File: config.mk
export PLATFORM = sky130hd
export DESIGN_NAME = instruction_fetch
export DESIGN_NICKNAME = d
export VERILOG_FILES = /design/src/rtl/riscv_pkg.sv /design/src/rtl/pc_register.sv /design/src/rtl/instruction_fetch.sv
export SDC_FILE = /design/constraint.sdc
export NUM_CORES = 1
export LEC_CHECK = 0
export BUFFER_PORTS_ARGS = -buffer_cell sky130_fd_sc_hd__buf_2
export CAP_MARGIN = 20
export CORE_AREA = 3 3 117 119
export DETAILED_ROUTE_END_ITERATION = 12
export DIE_AREA = 0 0 120 122
export PLACE_DENSITY = 0.84
export SYNTH_ARGS = -nofsm -noshare
export SYNTH_HDL_FRONTEND = slang
export SYNTH_SLANG_ARGS = --single-unit
File: constraint.sdc
create_clock -name clk -period 4.57 [get_ports clk]
set_clock_uncertainty 0.15 [all_clocks]
set_input_delay 0 -clock clk [delete_from_list [all_inputs] [get_ports clk]]
set_output_delay 0 -clock clk [all_outputs]
set_load 0.1 [all_outputs]
File: src/rtl/riscv_pkg.sv
// Shared RV32I pipeline types and constants used by the fetch stage.
package riscv_pkg;
  localparam logic [31:0] NOP_INSTR   = 32'h0000_0013;
  localparam int          INSTR_BYTES = 4;

  typedef struct packed {
    logic [31:0] instr;
    logic [31:0] pc;
    logic [31:0] pc_plus4;
    logic        valid;
  } if_id_t;
endpackage

File: src/rtl/pc_register.sv
// Program counter state and next-pc selection (redirect > stall > sequential).
// FETCH_MISALIGN_TRAP_EN: misaligned redirect raises a sticky trap and freezes the pc.
module pc_register
  import riscv_pkg::*;
#(
  parameter logic [31:0] RESET_PC = 32'h0000_0000,
  parameter int          XLEN     = 32
) (
  input  logic            clk_i,
  input  logic            reset_i,
  input  logic            stall_i,
  input  logic            branch_taken_i,
  input  logic [XLEN-1:0] branch_target_i,
`ifdef FETCH_MISALIGN_TRAP_EN
  output logic            trap_o,
`endif
  output logic [XLEN-1:0] pc_o
);

  logic [XLEN-1:0] pc_q, pc_d;

`ifdef FETCH_MISALIGN_TRAP_EN
  logic trap_q, trap_d;

  always_comb begin
    pc_d   = pc_q;
    trap_d = trap_q;
    if (trap_q) begin
      pc_d = pc_q;
    end else if (branch_taken_i) begin
      if (branch_target_i[1:0] != 2'b00) trap_d = 1'b1;
      else                               pc_d   = branch_target_i;
    end else if (!stall_i) begin
      pc_d = pc_q + XLEN'(INSTR_BYTES);
    end
  end

  always_ff @(posedge clk_i) begin
    if (reset_i) trap_q <= 1'b0;
    else         trap_q <= trap_d;
  end

  assign trap_o = trap_q;
`else
  // Low target bits are dropped so the pc can never hold a misaligned value.
  always_comb begin
    pc_d = pc_q;
    if (branch_taken_i)  pc_d = branch_target_i & ~XLEN'(3);
    else if (!stall_i)   pc_d = pc_q + XLEN'(INSTR_BYTES);
  end
`endif

  always_ff @(posedge clk_i) begin
    if (reset_i) pc_q <= RESET_PC;
    else         pc_q <= pc_d;
  end

  assign pc_o = pc_q;

endmodule

File: src/rtl/instruction_fetch.sv
// RV32I IF stage: drives imem with the pc, captures the returned word into IF/ID.
// FETCH_MISALIGN_TRAP_EN adds the sticky misaligned_trap output.
module instruction_fetch
  import riscv_pkg::*;
#(
  parameter logic [31:0] RESET_PC = 32'h0000_0000,
  parameter int          XLEN     = 32
) (
  input  logic            clk,
  input  logic            reset,
  input  logic            stall,
  input  logic            branch_taken,
  input  logic [XLEN-1:0] branch_target,
  output logic [XLEN-1:0] imem_addr,
  input  logic [XLEN-1:0] imem_rd_instr,
  output logic [XLEN-1:0] if_id_instr,
  output logic [XLEN-1:0] if_id_pc,
  output logic [XLEN-1:0] if_id_pc_plus4,
  output logic            if_id_valid,
`ifdef FETCH_MISALIGN_TRAP_EN
  output logic            misaligned_trap,
`endif
  output logic [31:0]     fetch_count
);

  localparam if_id_t IF_ID_EMPTY = '{instr: NOP_INSTR, pc: '0, pc_plus4: '0, valid: 1'b0};

  logic [XLEN-1:0] pc;
  logic            flush;
  if_id_t          if_id_q, if_id_d;
  logic [31:0]     fetch_count_q, fetch_count_d;

  pc_register #(.RESET_PC(RESET_PC), .XLEN(XLEN)) u_pc (
    .clk_i           (clk),
    .reset_i         (reset),
    .stall_i         (stall),
    .branch_taken_i  (branch_taken),
    .branch_target_i (branch_target),
`ifdef FETCH_MISALIGN_TRAP_EN
    .trap_o          (misaligned_trap),
`endif
    .pc_o            (pc)
  );

  // A taken redirect discards the wrong-path word even while stalled.
`ifdef FETCH_MISALIGN_TRAP_EN
  assign flush = branch_taken | misaligned_trap;
`else
  assign flush = branch_taken;
`endif

  always_comb begin
    if_id_d       = if_id_q;
    fetch_count_d = fetch_count_q;
    if (flush) begin
      if_id_d = IF_ID_EMPTY;
    end else if (!stall) begin
      if_id_d       = '{instr: imem_rd_instr, pc: pc, pc_plus4: pc + XLEN'(INSTR_BYTES), valid: 1'b1};
      fetch_count_d = fetch_count_q + 32'd1;
    end
  end

  always_ff @(posedge clk) begin
    if (reset) begin
      if_id_q       <= IF_ID_EMPTY;
      fetch_count_q <= '0;
    end else begin
      if_id_q       <= if_id_d;
      fetch_count_q <= fetch_count_d;
    end
  end

  assign imem_addr      = pc;
  assign if_id_instr    = if_id_q.instr;
  assign if_id_pc       = if_id_q.pc;
  assign if_id_pc_plus4 = if_id_q.pc_plus4;
  assign if_id_valid    = if_id_q.valid;
  assign fetch_count    = fetch_count_q;

endmodule

# Word level (Yosys, flattened, before mapping)
# Index checks and enable logic that the tools add are counted.
# op_classes
addsub,2
multipliers,0
div,0
order_cmp,0
eq_ne,1
shift,0
mux,2
bitwise_logic,2
reduce_logical,2
# op_table
op,count
$mux W32,2
$add A32 B1 Y32 const B,1
$add A32 B3 Y32 const B,1
$ne A2 B1 Y1 const B,1
$not A1 Y1,2
$reduce_and A2 Y1,1
$reduce_or A2 Y1,1
# word_totals
ff_bits,161
latchBits,0
ram_bits,0
mem_bits_ro,0
in_bits,68
elab_cells,16
memories,0

# Logic depth before layout (Yosys ltp)
# Gate-level depths: netlist of run 1.
# logic_depth
ltp_word,3
depth_mapped,7

# By module
# A second synthesis of run 1 with hierarchy kept.
# unflattened
hier_cells,826
hier_area_um2,7282.0
# modules_own_cells
mod,n_inst,cells_per_inst,area_per_inst_um2,seq_area_each_um2
instruction_fetch,1,606,5502.8,2542.4
pc_register,1,220,1779.2,600.6

# Least setup slack after synthesis of run 1
# Ideal clock, no wire load.
# synth_timing
path_kind,register to register
from,"register u_pc.pc_q[3], in the netlist u_pc.pc_o[3]"
to,"register u_pc.pc_q[16], in the netlist u_pc.pc_o[16]"
setup_time_ns,0.091
t_arrival_ns,2.880
required_time_ns,4.329
slack_ns,1.449
stages_incl_launch_ff,7
path_buffers,1
period_less_slack_ns,3.121
path_cell_list,dfxtp_1 -> ha_1 -> nand4b_1 -> or4_1 -> clkbuf_1 -> or3_1 -> a311oi_1
# synth_between
elab_chain_cells,3
# synth_lines
element,line,rtl
start: declaration,pc_register.sv:20,"logic [XLEN-1:0] pc_q, pc_d;"
start signal: assignment,pc_register.sv:55,else pc_q <= pc_d;
$add A32 B3 Y32,pc_register.sv:49,else if (!stall_i) pc_d = pc_q + XLEN'(INSTR_BYTES);
$mux W32,pc_register.sv:49,
$mux W32,pc_register.sv:48,if (branch_taken_i) pc_d = branch_target_i & ~XLEN'(3);
# No other way between the ends. The select of a mux whose other input is x is not followed.
# A chain may end at the register's enable or synchronous reset.

# Worst setup path after layout of run 1
# layout_timing
from,"register u_pc.pc_q[8], in the netlist u_pc.pc_o[8]"
to,"register u_pc.pc_q[23], in the netlist u_pc.pc_o[23]"
# Same word-level chain as after synthesis.

==> parameters.txt, run 1 <==
Parameter                              Value

Placed design
  Pre-CTS setup slack    1700 ps
  Port buffer count    220
  Number of cells after detailed placement    1120
  Final weighted congestion of routability-driven global placement    approximately 0.83
  Half-perimeter wire length after placement    around 13 mm
  Instance area after placement    0.00800 sq mm

Power
  Fraction of power consumed by combinational cells    0.183
  Switching power as a share of total power    0.316
  Total power divided by cell area    approximately 380 mW/mm^2
  Proportion of power drawn by the clock network    0.411
  Switching power of the nets    around 0.0011 W
  Fraction of power consumed by sequential logic    0.406
  Power Internal    roughly 0.0025 W
  P_leak    between 3 and 4 nW
  Worst ir drop on vdd    between 0.3 and 0.4 mV

Synthesis
  Top cells by area, synth    dfxtp_1, mux2i_1, nor2_1, o21ai_0, a21oi_1
  Warnings, synthesis    0
  Cell taking the most area after synthesis    dfxtp_1
  Share of the yosys chip area belonging to registers    0.448
  Share of async-settable or async-resettable flops after synthesis    0
  Share of the synthesized area in the top cell type    0.448
  EDFF count, synth    0
  Leading register cell type out of synthesis    dfxtp_1
  Yosys cell types    45
  Seq cells post-synth    ~160
  Area of the mapped netlist    between 0.006 and 0.007 sq mm
  Synthesized area per cell    around 8.8 sq um
  Count of mapped cells out of synthesis    approximately 780

Hold path
  Worst hold path class    input port to flop

Routing
  Total detailed-routing wirelength    around 22 mm
  Post-route ant nets    0
  Via Count    slightly above 7000
  Average vias per placed instance    5.74
  Number of design rule violations left after detail routing    0
  Detailed-routing iteration count for the pre-antenna-repair pass    5
  Number of DRC violations after detailed-routing iteration 0    about 540
  Routed len/inst    17.7 um

Worst setup path
  Arrival time of data at the critical path endpoint    3510 ps
  Worst EP required    approximately 4800 ps
  Kind of start point of the critical path    flop
  Largest driver fanout on the critical path    14
  Crit path kind    flop to flop
  Crit path capture type    flop

Clock network
  Clock transition at the registers of the reported paths    about 60 ps
  TritonCTS clock tree    done
  Clock Root Buffer    clkbuf_16
  PostCTS Resize Cnt    0
  Max H-tree Level    4
  CTS sink count    between 150 and 200
  Max clock buf depth    2
  Worst-Skew Late Latency    approximately 420 ps
  Number of buffers created by CTS    17

GRT
  Vias in the first global route    roughly 6700
  Largest net degree at the start of global routing    70
  Total global routing overflow    0
  First-pass GRT wire length    around 34 mm
  Gr usage total    0.290
  Initial antenna violation count    0

Floorplanning
  Number of placement rows    slightly above 40
  Initial Utilization    0.546
  Core area    ~0.013 sq mm
  Chip width    120 um
  I/O pin count    ~230
  Die Area    0.0146 sq mm
  Y dimension of the die    122 um

STA
  Setup TNS after final layout    0 ps
  Final count of pins violating max slew    0
  RSZ-0062 raised after global routing    false
  Fin. Hold Viols    0
  Setup WS post-layout    roughly 1300 ps
  Worst-margin pin slew    around 1100 ps
  Ratio of final minimum period to clock period    0.721
  # setup viols final    0
  Fmax    around 300 MHz
  Relative slew margins    0.290
  Final critical-path required period    3300 ps

Final layout
  Commonest cells after routing, fill and taps aside    buf_2, dfxtp_1, nor2_1, dlygate4sd3_1, mux2i_1
  Design area    roughly 0.0094 sq mm
  Post-Layout Cell Count    ~1200
  Antenna diode instance count    0
  Share of layout cells above drive strength 1    0.256
  Post-layout nets    approximately 1100
  Area growth syn-to-layout    36.3%
  Commonest non-fill, non-tap cell in the layout    buf_2

Job
  Maximum capacitance violations    0

Run status
  Outcome    completed
-- synthesized netlist by cell type, types with 2 or more instances --
| library cell | instances |
|---|---|
| or4_1 | 26 |
| buf_2 | 9 |
| clkbuf_1 | 36 |
| buf_6 | 2 |
| nand3_1 | 16 |
| a21oi_1 | 42 |
| or3_1 | 19 |
| mux2_2 | 5 |
| and3_1 | 5 |
| clkbuf_2 | 5 |
| o31ai_1 | 20 |
| nor2_1 | 105 |
| dfxtp_1 | 155 |
| inv_1 | 14 |
| nor4_1 | 12 |
| and4_1 | 10 |
| xor2_1 | 9 |
| ha_1 | 2 |
| o21ai_0 | 49 |
| or2_2 | 4 |
| a31oi_1 | 8 |
| nor3_1 | 19 |
| a311oi_1 | 15 |
| xnor2_1 | 20 |
| a211oi_1 | 17 |
| nand4_1 | 20 |
| mux2i_1 | 61 |
| nor2b_1 | 7 |
| a2111oi_0 | 4 |
| nand4b_1 | 2 |
| buf_1 | 8 |
| buf_4 | 6 |
| a221oi_1 | 3 |
| nand2_1 | 37 |
| and2_1 | 2 |
-- kinds of logic (layout without fill, tap and decap cells) --
logic type               after synthesis  after routing  synth area share
AO/OA/AOI/OAI                        159            159             0.142
XOR/XNOR                              29             29            0.0367
adder cells (fa/ha/maj)                2              2           0.00361
buffers and inverters                 80            352            0.0513
flip-flops                           155            155             0.448
multiplexers                          66             66            0.0963
other                                  1              6          0.000542
AND/OR/NAND/NOR                      292            292             0.221
-- registers in the layout, summed over array words and instances (netlist names) --
register and count:
fetch_count 32, if_id_instr 32, if_id_pc 30, if_id_pc_plus4 30
if_id_valid 1, u_pc.pc_o 30
-- what timing repair did --
item,CTS,global route
hold endpoints to repair,71,0
hold buffers,80,0
buffers inserted,0,0
-- path summary, 6_finish.rpt --
path	start	end	slack, ps	cells after the start
hold / removal	reset	fetch_count[4]$_SDFFE_PP0P_	100	3
setup reg to reg	u_pc.pc_o[8]$_SDFFE_PP0P_	u_pc.pc_o[23]$_SDFFE_PP0P_	1270	5
hold reg to reg	if_id_valid$_SDFFE_PP0N_	if_id_valid$_SDFFE_PP0N_	300	1
setup / recovery	u_pc.pc_o[8]$_SDFFE_PP0P_	u_pc.pc_o[23]$_SDFFE_PP0P_	1270	5
-- metrics by stage --
step                power, W  utilization  hold slack [ps]
finish               0.00359        0.745             97.7
global route         0.00369        0.745             97.3
CTS                  0.00358        0.744             68.2
detailed placement   0.00207        0.632             67.5
global placement     0.00206        0.632             56.6
floorplan            0.00196            -            -24.9
-- power groups by stage --
stage,sequential (W),clock (W),combinational (W)
after floorplan,0.00178,0,0.000177
after global placement,0.00148,0,0.000582
after detailed placement,0.00148,0,0.000588
after CTS,0.00145,0.00148,0.000646
after global routing,0.00146,0.00154,0.000683
final,0.00146,0.00147,0.000656
-- worst max-delay path, cell delays in order, from the launching register on --
cell and delay, ps:
dfxtp_1 490, nand4_1 510, nor4_2 1070, a21oi_1 140, a221oi_1 290, dlygate4sd3_1 580
-- layer usage --
layer | share of wire | track usage | vias up
met1 | 0.39 | 0.335 | 3311
met5 | 0 | 0 | -
met2 | 0.50 | 0.504 | 346
met3 | 0.079 | 0.0761 | 49
met4 | 0.029 | 0.133 | 0
li1 | - | - | 3371
-- layout make-up --
cell class,instances,area [sq um]
multi-input combinational,554,3490
fill,889,3230
sequential,155,3100
timing repair buffer,306,1960
clock buffer,20,457
tap,172,215
clock inverter,12,163
inverter,14,52.6
Power figures use the tool's default switching activity.
==> run 2: changes to the inputs <==
--- a/config.mk
+++ b/config.mk
@@ -7,10 +7,10 @@
 export LEC_CHECK = 0
 export BUFFER_PORTS_ARGS = -buffer_cell sky130_fd_sc_hd__buf_2
 export CAP_MARGIN = 20
-export CORE_AREA = 3 3 117 119
+export CORE_AREA = 3 3 127 129
 export DETAILED_ROUTE_END_ITERATION = 12
-export DIE_AREA = 0 0 120 122
-export PLACE_DENSITY = 0.84
+export DIE_AREA = 0 0 130 132
+export PLACE_DENSITY = 0.76
 export SYNTH_ARGS = -nofsm -noshare
 export SYNTH_HDL_FRONTEND = slang
 export SYNTH_SLANG_ARGS = --single-unit
==> constraint.sdc (replaced) <==
create_clock -name clk -period 3 [get_ports clk]
set_clock_uncertainty 0.15 [all_clocks]
set_input_delay 0 -clock clk [delete_from_list [all_inputs] [get_ports clk]]
set_output_delay 0 -clock clk [all_outputs]
set_load 0.1 [all_outputs]
==> parameters.txt, run 2 (synthesized netlist as in run 1, its figures left out) <==
Parameter                              Value

Final layout
  Share of layout cells above drive strength 1    0.270 (+0.0139)
  Post-layout nets    1130 (+1.1%)
  Commonest cells after routing, fill and taps aside    buf_2, dfxtp_1, nor2_1, dlygate4sd3_1, mux2i_1
  Commonest non-fill, non-tap cell in the layout    buf_2
  Area growth syn-to-layout    36.7%
  Antenna diode instance count    0 (unchanged)

STA
  Fmax    363 MHz (+20%)
  Setup TNS after final layout    0 ps (unchanged)
  Setup WS post-layout    243 ps (-1030 ps)
  Worst-margin pin slew    1050 ps (-10.0 ps)
  Ratio of final minimum period to clock period    0.919 (+0.197)
  Relative slew margins    0.302 (+0.0118)
  Final count of pins violating max slew    0 (unchanged)
  Fin. Hold Viols    0 (unchanged)
  # setup viols final    0 (unchanged)
  Final critical-path required period    2760 ps (-540 ps)
  RSZ-0062 raised after global routing    false

GRT
  First-pass GRT wire length    34.2 mm (+0.12%)
  Gr usage total    0.246 (-0.0438)
  Vias in the first global route    6691 (+0.51%)
  Total global routing overflow    0 (unchanged)
  Largest net degree at the start of global routing    43 (-39%)
  Initial antenna violation count    0 (unchanged)

Floorplanning
  Number of placement rows    45 (+9.8%)
  Die Area    0.0172 sq mm (+17%)
  I/O pin count    229 (unchanged)
  Y dimension of the die    132 um (+8.2%)
  Chip width    130 um (+8.3%)
  Core area    0.0151 sq mm (+20%)
  Initial Utilization    0.457 (-0.0893)

Clock network
  Worst-Skew Late Latency    430 ps (about the same)
  Clock transition at the registers of the reported paths    60 ps (about the same)
  CTS sink count    155 (unchanged)
  Clock Root Buffer    clkbuf_16
  TritonCTS clock tree    done
  Max clock buf depth    2 (unchanged)
  Number of buffers created by CTS    17 (unchanged)
  Max H-tree Level    4 (unchanged)

Power
  P_leak    4.03 nW (+0.80%)
  Worst ir drop on vdd    0.402 mV (+31%)
  Total power divided by cell area    550 mW/mm^2 (+45%)

Worst setup path
  Reg2reg path depth    5 (unchanged)
  Kind of start point of the critical path    flop
  Crit path capture type    flop
  Largest driver fanout on the critical path    10 (-4)
  Crit path kind    flop to flop
  Arrival time of data at the critical path endpoint    2970 ps (-540 ps)
  Worst EP required    3220 ps (-1570 ps)

Placed design
  Half-perimeter wire length after placement    13.7 mm (+6.8%)
  Pre-CTS setup slack    331 ps (-1370 ps)
  Final weighted congestion of routability-driven global placement    0.846 (+2.0%)
  Port buffer count    220 (unchanged)

Routing
  Routed len/inst    17.1 um (-3.2%)
  Post-route ant nets    0 (unchanged)
  Total detailed-routing wirelength    21.6 mm (-0.98%)
  Number of design rule violations left after detail routing    0 (unchanged)
  Detailed-routing iteration count for the pre-antenna-repair pass    5 (unchanged)
  Number of DRC violations after detailed-routing iteration 0    518 (-4.6%)
  Average vias per placed instance    5.56 (-3.1%)
  Via Count    7014 (-0.89%)

Run status
  Outcome    completed

Job
  Maximum capacitance violations    0 (unchanged)

Hold path
  Worst hold path class    input port to flop
  Number of cells on the worst hold path    4 (+1)
==> run 2: cell types whose count changed in the layout (fill, tap and decap cells not counted), sizes merged <==
| cell | change |
|---|---|
| buf | +15 |
| bufinv | -3 |
| clkbuf | +3 |
| dlygate4sd3 | -3 |
| clkinvlp | +2 |
| clkinv | -1 |
| inv | -1 |
==> run 2: routing by layer <==
metal / up-vias / track usage / wire length, um
li1: 3401 / - / -
met1: 3307 / 0.295 / 8690
met2: 271 / 0.419 / 10700
met3: 35 / 0.0814 / 1680
met4: 0 / 0.0699 / 466
met5: - / 0 / 0
==> run 2: area by class of cell <==
| class | count | area [sq um] |
|---|---|---|
| Sequential cell | 155 | 3110 |
| Inverter | 14 | 52.6 |
| Tap cell | 188 | 235 |
| Fill cell | 1252 | 5680 |
| Multi-Input combinational cell | 554 | 3490 |
| Clock inverter | 9 | 62.6 |
| Timing Repair Buffer | 318 | 2030 |
| Clock buffer | 23 | 478 |
==> run 2: worst paths after layout <==
kind / slack (ps) / startpoint / to
max: 240 / u_pc.pc_o[20]$_SDFFE_PP0P_ / u_pc.pc_o[31]$_SDFFE_PP0P_
min: 200 / imem_rd_instr[12] / if_id_instr[12]$_SDFFE_PP0N_
max reg2reg: 240 / u_pc.pc_o[20]$_SDFFE_PP0P_ / u_pc.pc_o[31]$_SDFFE_PP0P_
min reg2reg: 300 / if_id_valid$_SDFFE_PP0N_ / if_id_valid$_SDFFE_PP0N_
==> run 2: power breakdown <==
group / leakage [nW] / total [W] / internal, W / switching, W
logic: 2.51 / 0.00101 / 0.000250 / 0.000760
clock network: 0.256 / 0.00198 / 0.00112 / 0.000855
registers: 1.27 / 0.00221 / 0.00213 / 0.0000837
==> run 2: stage by stage <==
stage               hold WS, ps  utilization  power [W]  cells  area, sq um
floorplan                 -24.9            -    0.00299    789         6950
global placement           65.0        0.538    0.00316   1152         8150
detailed placement         65.8        0.538    0.00317   1152         8150
CTS                         166        0.625    0.00522   1261         9460
global route                207        0.625    0.00538   1261         9460
finish                      197        0.625    0.00520   1261         9460
==> run 2: critical path, cell delays in order (launching register included) <==
cell and delay (ps):
dfxtp_1 550, nand4_4 200, nor4_1 660, a211oi_1 170, a2111oi_0 380, dlygate4sd3_1 590
==> run 2: what timing repair did <==
item	4_1_cts	5_1_grt
hold endpoints to repair	103	0
hold buffers	77	0
gates resized for setup	0	0
setup buffers	0	0
==> run 3: changes to the inputs <==
--- a/config.mk
+++ b/config.mk
@@ -5,11 +5,13 @@
 export SDC_FILE = /design/constraint.sdc
 export NUM_CORES = 1
 export LEC_CHECK = 0
+export ABC_CLOCK_PERIOD_IN_PS = 2300
 export BUFFER_PORTS_ARGS = -buffer_cell sky130_fd_sc_hd__buf_2
 export CAP_MARGIN = 20
 export CORE_AREA = 3 3 127 129
 export DETAILED_ROUTE_END_ITERATION = 12
 export DIE_AREA = 0 0 130 132
+export GPL_ROUTABILITY_DRIVEN = 0
 export PLACE_DENSITY = 0.76
 export SYNTH_ARGS = -nofsm -noshare
 export SYNTH_HDL_FRONTEND = slang
==> constraint.sdc (replaced) <==
create_clock -name clk -period 2.3 [get_ports clk]
set_clock_uncertainty 0.15 [all_clocks]
set_input_delay 0 -clock clk [delete_from_list [all_inputs] [get_ports clk]]
set_output_delay 0 -clock clk [all_outputs]
set_load 0.1 [all_outputs]
==> parameters.txt, run 3 (synthesized netlist as in run 1, its figures left out) <==
Parameter                              Value

STA
  Final critical-path required period    2220 ps (-536 ps)
  Relative slew margins    0.558 (+0.256)
  Fmax    450 MHz (+24%)
  Worst-margin pin slew    654 ps (-392 ps)
  Setup WS post-layout    79.3 ps (-164 ps)
  Fin. Hold Viols    0 (unchanged)
  # setup viols final    0 (unchanged)
  Final count of pins violating max slew    0 (unchanged)
  Ratio of final minimum period to clock period    0.966 (+0.0466)
  RSZ-0062 raised after global routing    true
  Worst-case hold slack    190 ps (-6.43 ps)

Final layout
  FF/Latch Area    0.00325 sq mm (+4.4%)
  Commonest cells after routing, fill and taps aside    buf_2, dfxtp_1, nor2_1, dlygate4sd3_1, mux2i_1
  Post-Layout Cell Count    1270 (+0.71%)
  Fill cell instance count of the final layout    1232 (-1.6%)
  Antenna diode instance count    0 (unchanged)
  Area growth syn-to-layout    41.1%
  Post-layout nets    1139 (+0.80%)
  Area of combinational cells with multiple inputs    0.00354 sq mm (+1.4%)
  Commonest non-fill, non-tap cell in the layout    buf_2
  Design area    0.00977 sq mm (+3.2%)
  Share of layout cells above drive strength 1    0.333 (+0.0624)

Clock network
  TritonCTS clock tree    done
  Max clock buf depth    2 (unchanged)
  CTS sink count    155 (unchanged)
  Clock Root Buffer    clkbuf_16
  Worst-Skew Late Latency    430 ps (about the same)
  Number of buffers created by CTS    17 (unchanged)
  Clock transition at the registers of the reported paths    70 ps (about the same)
  Max H-tree Level    4 (unchanged)

Power
  Total power divided by cell area    713 mW/mm^2 (+30%)
  Worst ir drop on vdd    0.537 mV (+34%)
  P_leak    4.15 nW (+2.9%)

Placed design
  Pre-CTS setup slack    81.9 ps (-250 ps)
  Number of cells after detailed placement    1165 (+1.1%)
  Half-perimeter wire length after placement    14.3 mm (+4.5%)
  Instance area after placement    0.00844 sq mm (+3.6%)
  Port buffer count    220 (unchanged)

Routing
  Detailed-routing iteration count for the pre-antenna-repair pass    5 (unchanged)
  Number of DRC violations after detailed-routing iteration 0    428 (-17%)
  Number of design rule violations left after detail routing    0 (unchanged)
  Average vias per placed instance    5.54 (-0.48%)
  Via Count    7030 (+0.23%)
  Post-route ant nets    0 (unchanged)
  Routed len/inst    17.1 um (-0.11%)
  Total detailed-routing wirelength    21.7 mm (+0.60%)

Job
  Maximum capacitance violations    0 (unchanged)

GRT
  Gr usage total    0.248 (+0.00223)
  Largest net degree at the start of global routing    46 (+7.0%)
  First-pass GRT wire length    34.4 mm (+0.85%)
  Initial antenna violation count    0 (unchanged)
  Total global routing overflow    0 (unchanged)
  Vias in the first global route    6703 (+0.18%)

Hold path
  Worst hold path class    input port to flop
  Startpoint of the lowest-slack hold path    imem_rd_instr[10]

Floorplanning
  Core area    0.0151 sq mm (unchanged)
  I/O pin count    229 (unchanged)
  Initial Utilization    0.457 (unchanged)
  Die Area    0.0172 sq mm (unchanged)
  Chip width    130 um (unchanged)
  Number of placement rows    45 (unchanged)
  Y dimension of the die    132 um (unchanged)

Worst setup path
  Worst EP required    2480 ps (-740 ps)
  Kind of start point of the critical path    flop
  Critical Path Source    u_pc.pc_o[2]$_SDFFE_PP0P_
  Crit path kind    flop to flop
  Largest driver fanout on the critical path    8 (-2)
  Arrival time of data at the critical path endpoint    2410 ps (-560 ps)
  Crit path capture type    flop
  Worst reg2reg path startpoint    u_pc.pc_o[2]$_SDFFE_PP0P_

Run status
  Outcome    completed
[run 3: critical path, cell delays in order (launching register included)]
cell and delay, ps:
dfxtp_4 390, ha_4 170, nand4b_1 140, or4_4 500, buf_4 180, or4_1 390, a311oi_1 210
[run 3: final cells by class]
type,instances,area share
timing repair buffer,327,0.216
sequential,155,0.332
clock buffer,21,0.0492
clock inverter,11,0.0106
tap,188,0.0241
inverter,14,0.00538
multi-input combinational,554,0.363
[run 3: path summary, 6_finish.rpt]
path | cells after the start | slack, ps | to
min reg2reg | 1 | 310 | if_id_valid$_SDFFE_PP0N_
max | 6 | 80 | u_pc.pc_o[18]$_SDFFE_PP0P_
min | 4 | 190 | if_id_instr[10]$_SDFFE_PP0N_
max reg2reg | 6 | 80 | u_pc.pc_o[18]$_SDFFE_PP0P_
[run 3: per-stage QoR]
step,setup TNS (ps),utilization,power (W)
2_1_floorplan,-547,-,0.00389
3_3_place_gp,0,0.557,0.00413
3_5_place_dp,0,0.557,0.00414
4_1_cts,0,0.642,0.00699
5_1_grt,-10.7,0.645,0.00719
6_report,0,0.645,0.00696
[run 3: where the power goes]
part           internal [W]  switching [W]
Sequential          0.00276       0.000115
Clock               0.00162        0.00116
Combinational      0.000328       0.000989
[run 3: what timing repair did]
action                     CTS  global route
hold endpoints to repair    71             0
setup buffers                0             3
hold buffers                70             0
gates resized for setup      0             4
setup endpoints to repair    0             8
[run 3: metal layers]
layer	GRT usage	wire (um)	part of all wire
met3	0.0725	1670	0.077
met1	0.312	9170	0.42
met5	0	0	0
met4	0.0727	399	0.018
met2	0.413	10500	0.48
